===== config.mk =====
export PLATFORM = sky130hd
export DESIGN_NAME = sweep_sequencer
export DESIGN_NICKNAME = d
export VERILOG_FILES = /design/src/rtl/sweep_pkg.sv /design/src/rtl/sweep_sequencer.sv
export SDC_FILE = /design/constraint.sdc
export NUM_CORES = 1
export LEC_CHECK = 0
export CAP_MARGIN = 20
export CORE_ASPECT_RATIO = 1.25
export CORE_MARGIN = 10
export CORE_UTILIZATION = 42
export CTS_CLUSTER_SIZE = 40
export DETAILED_ROUTE_END_ITERATION = 8
export GPL_ROUTABILITY_DRIVEN = 1
export GPL_TIMING_DRIVEN = 0
export HOLD_SLACK_MARGIN = 0.03
export PLACE_DENSITY = 0.73
export SYNTH_ARGS = -nofsm -noshare
export SYNTH_HDL_FRONTEND = slang
export SYNTH_SLANG_ARGS = --single-unit

===== constraint.sdc =====
create_clock -name clock -period 1.45 [get_ports clock]
set_input_delay 0.29 -clock clock [delete_from_list [all_inputs] [get_ports clock]]
set_output_delay 0.29 -clock clock [all_outputs]
set_load 0.01 [all_outputs]

===== src/rtl/sweep_pkg.sv =====
// Shared types and default sizing for the sweep sequencer.
package sweep_pkg;

    localparam int DEF_ADDR_W   = 7;
    localparam int DEF_MAX_LAST = 127;

    typedef enum logic [1:0] {
        IDLE = 2'd0,
        RUN  = 2'd1,
        DONE = 2'd2
    } state_e;

endpackage


===== src/rtl/sweep_sequencer.sv =====
// Index sweep generator: emits 0..last over a valid/ready handshake, then pulses done.
// Optional SWEEP_SEQUENCER_ABORT_EN adds an abort input that cancels a running sweep.
module sweep_sequencer
    import sweep_pkg::*;
#(
    parameter int ADDR_W   = DEF_ADDR_W,
    parameter int MAX_LAST = DEF_MAX_LAST
) (
    input  logic              clock,
    input  logic              resetN,
    input  logic              start,
    input  logic [ADDR_W-1:0] last_idx,
`ifdef SWEEP_SEQUENCER_ABORT_EN
    input  logic              abort,
`endif
    output logic              out_valid,
    input  logic              out_ready,
    output logic [ADDR_W-1:0] out_idx,
    output logic              out_last,
    output logic              busy,
    output logic              done
);

    localparam logic [ADDR_W-1:0] MAX_LAST_C = ADDR_W'(MAX_LAST);

    state_e            state_q, state_d;
    logic [ADDR_W-1:0] idx_q, idx_d;
    logic [ADDR_W-1:0] last_q, last_d;
    logic              abort_w;
    logic              at_last;
    logic [ADDR_W-1:0] last_clamped;

`ifdef SWEEP_SEQUENCER_ABORT_EN
    assign abort_w = abort;
`else
    assign abort_w = 1'b0;
`endif

    assign last_clamped = (last_idx > MAX_LAST_C) ? MAX_LAST_C : last_idx;
    assign at_last      = (idx_q == last_q);

    // Outputs come from registered state only, so out_valid never sees out_ready.
    assign out_valid = (state_q == RUN);
    assign busy      = (state_q == RUN);
    assign out_last  = (state_q == RUN) && at_last;
    assign done      = (state_q == DONE);
    assign out_idx   = idx_q;

    always_comb begin
        state_d = state_q;
        idx_d   = idx_q;
        last_d  = last_q;
        unique case (state_q)
            IDLE: begin
                if (start) begin
                    state_d = RUN;
                    idx_d   = '0;
                    last_d  = last_clamped;
                end
            end
            RUN: begin
                // Abort wins over a transfer in the same cycle; the index stays put.
                if (abort_w) begin
                    state_d = IDLE;
                end else if (out_ready) begin
                    if (at_last) state_d = DONE;
                    else         idx_d   = idx_q + ADDR_W'(1);
                end
            end
            DONE:    state_d = IDLE;
            default: state_d = IDLE;
        endcase
    end

    always_ff @(posedge clock or negedge resetN) begin
        if (!resetN) begin
            state_q <= IDLE;
            idx_q   <= '0;
            last_q  <= '0;
        end else begin
            state_q <= state_d;
            idx_q   <= idx_d;
            last_q  <= last_d;
        end
    end

endmodule


==> key figures <==
STA
  • Final setup TNS: -1.05 ns
  • Endpoints failing setup: 9
  • Period utilization: 128%
  • PnR worst setup slack: -0.404 ns
  • Rel. slew slack: 52.6%
  • Max Slew Vio Count: 0
  • Worst-margin pin slew: 0.709 ns
  • Final hold violations: 0
  • Tmin final: 1.85 ns
  • Fmax: 0.539 GHz
  • Unrepaired setup endpoints after global routing: true
  • Clock skew: 0.00233 ns

Synth
  • Netlist cell types: 28
  • Post-Synth Simple-Gate Area: 16.1%
  • Number of synthesized register bits: 16
  • Synth Area in XOR/XNOR: 7.10%
  • Mapped Area: 863 sq um
  • Yosys warnings: 0
  • Sequential share of the synthesized area: 46.4%
  • Share of synthesized area spent on multiplexers: 11.4%
  • Syn avg cell area: 10.9 sq um
  • Area contributors post-synth: dfrtp_1 46%, mux2_2 9.1%, xor2_1 4.1%
  • Adder-cell share of the synthesized area: 1.45%
  • Post-synth top area cell: dfrtp_1
  • Syn nets: 91
  • Cells after Synth: 79
  • Compound-Gate Fraction of Synth Area: 11.7%
  • Synth top area share: 46.4%
  • Largest family of logic cells by synthesized area: simple AND/OR/NAND/NOR gates

Clocking
  • Number of buffers created by CTS: 3
  • Hold-fix buffers, CTS: 0
  • H-tree levels: 1
  • CTS tree: done
  • Clk root buf: clkbuf_4
  • Clk pin slew, worst setup/hold paths: 0.09 ns
  • Max Root-Sink Buffers: 2
  • Clk_lat worst skew: 0.30 ns
  • # clock sinks: 16

Critical path
  • Cells along the critical path: xor2_2 -> nor4_4 -> nand2_2 -> nor2_2 -> buf_2
  • Critical Path RT: 1.16 ns
  • CP endpoint kind: output pin
  • CP max FO: 2
  • Arrival @ worst endpoint: 1.56 ns
  • Worst path max stage delay: 0.41 ns
  • Crit start category: register
  • CP Class: reg2out
  • Critical Path Slowest Stage Cell: dfrtp_1

Placed design
  • Placer Congestion: 0.732
  • DP Wirelength: 1430 um
  • Placed insts: 120
  • I/O Buffers: 21

Drt
  • Top routing layer in use: met4
  • Total number of vias: 772
  • Routed WL: 2370 um
  • Average wire per standard cell: 17.1 um
  • Drc violations: 0
  • Drt via density: 5.55
  • Metal3 WL: 181 um
  • Metal-1 WL: 925 um
  • Metal2 WL: 1190 um
  • DRT antenna net count: 0
  • Initial DRC count: 37
  • Drt pass-1 iters: 4

Die
  • Die Width: 60.6 um
  • FP Rows: 18
  • Ports: 22
  • DIE HEIGHT: 70.7 um
  • Core Region: 1960 sq um
  • DIE AREA: 4280 sq um
  • Initial core utilization: 44.1%

Cells and area
  • Layout filler cell count: 144
  • Diode count: 0
  • Non-Filler Instances: 139
  • # nets final: 132
  • Share of layout cells above drive strength 1: 44.5%
  • Area of the multi-input gates: 495 sq um
  • P&R area growth vs syn: 54.8%
  • Register area: 405 sq um

Global routing
  • Vias in the first global route: 765
  • Global-route wire length before repair: 3670 um
  • Initial antenna violation count: 0
  • Total grt overflow: 0
  • Largest net degree at the start of global routing: 17
  • GRT Overall Usage: 11.1%

Power
  • Leakage: 0.578 nW
  • PD cells: 1430 nW/um^2
  • Peak supply drop: 0.00113 V

Min path
  • Min-Delay Path Class: in2reg

Job
  • Total of max-cap violations: 0

Status
  • Outcome: finished, violations left
  • Failing checks: negative setup slack
-- power by group --
part | internal [mW] | leakage (nW) | switching, mW
clock network | 0.107 | 0.0150 | 0.144
registers | 0.574 | 0.196 | 0.122
logic | 0.513 | 0.367 | 0.444
-- cells by family (layout without fill, tap and decap cells) --
logic type / count (synthesis) / in the layout
flops: 16 / 16
buf+inv: 10 / 50
mux: 9 / 9
xor+xnor: 7 / 7
fa+ha+maj: 1 / 1
simple gates: 22 / 22
compound gates: 14 / 14
-- metrics by stage --
step | hold slack [ns] | setup slack, ns | power (mW) | util, % | area, sq um
after detailed placement | 0.519 | -0.772 | 1.40 | 56.6 | 1110
after CTS | 0.351 | -0.406 | 1.87 | 67.9 | 1330
after global routing | 0.390 | -0.492 | 2.01 | 68.2 | 1340
final | 0.375 | -0.404 | 1.90 | 68.2 | 1340
after global placement | 0.512 | -0.771 | 1.38 | 56.6 | 1110
after floorplan | -0.00559 | -0.177 | 1.15 | - | 875
-- flip-flops by register name, summed over array words and instances, names as in the netlist --
| signal | count |
|---|---|
| out_idx | 7 |
| state_q | 2 |
| last_q | 7 |
-- cell usage after synthesis --
library cell and count:
buf_4 1, nand2b_1 1, o21bai_1 1, nand4_1 2
ha_1 1, dfrtp_1 16, nor3b_2 1, a21oi_1 1
o2bb2ai_1 1, a221oi_1 2, mux2_2 7, nor2b_1 1
xnor2_1 3, and4_4 1, nor4_4 1, inv_1 7
nand3_1 2, nor2_1 5, mux2i_1 2, a211oi_1 3
and3_1 3, nand2_1 4, xor2_1 4, a211o_1 1
clkbuf_2 1, buf_6 1, or2_0 1, o22ai_1 5
-- final timing paths --
kind / from / endpoint / slack (ns) / cells past startpoint
max reg2reg: state_q[0] / out_idx[4] / -0.10 / 5
min reg2reg: last_q[1] / last_q[1] / 0.54 / 1
min: out_ready / state_q[0] / 0.38 / 2
max in group asynchronous: resetN / state_q[0] / 0.55 / 1
max: last_q[2] / out_last / -0.40 / 5
min in group asynchronous: resetN / last_q[0] / 0.41 / 1
-- timing repair --
action | CTS | global route
setup endpoints to repair | 27 | 12
pin swaps | 7 | 4
setup buffers | 14 | 3
gates resized for setup | 50 | 5
-- worst max-delay path, delay by kind of cell (launching register included) --
kind / cells / cell delay [ns]
xor+xnor: 1 / 0.20
buf+inv: 1 / 0.14
flops: 1 / 0.41
simple gates: 3 / 0.53
-- routing by layer --
metal	vias up	global-route usage, %
met5	-	0
met3	7	2.32
met2	33	17.2
met1	374	13.3
met4	0	6.85
li1	358	-
-- placed cells by master, fill, tap and decap left out, drive strengths merged --
cell type,n
buf,22
dfrtp,16
clkdlybuf4s50,9
mux2,7
inv,7
o22ai,5
nor2,5
clkbuf,5
xor2,4
dlygate4sd2,4
nand2,4
xnor2,3
a211oi,3
clkdlybuf4s15,3
and3,3
nand3,2
mux2i,2
a221oi,2
nand4,2
nand2b,1
nor4,1
and4,1
nor2b,1
nor3b,1
or2,1
a211o,1
a21oi,1
o2bb2ai,1
o21bai,1
ha,1
-- final cells by class --
| cell class | instances | area share (%) |
|---|---|---|
| Buffer | 3 | 2.25 |
| Multi-Input combinational cell | 53 | 37.1 |
| Clock buffer | 4 | 1.97 |
| Inverter | 7 | 2.15 |
| Tap cell | 20 | 1.87 |
| Timing Repair Buffer | 36 | 24.3 |
| Sequential cell | 16 | 30.3 |
Note: power is estimated with default switching activity, not from simulation.
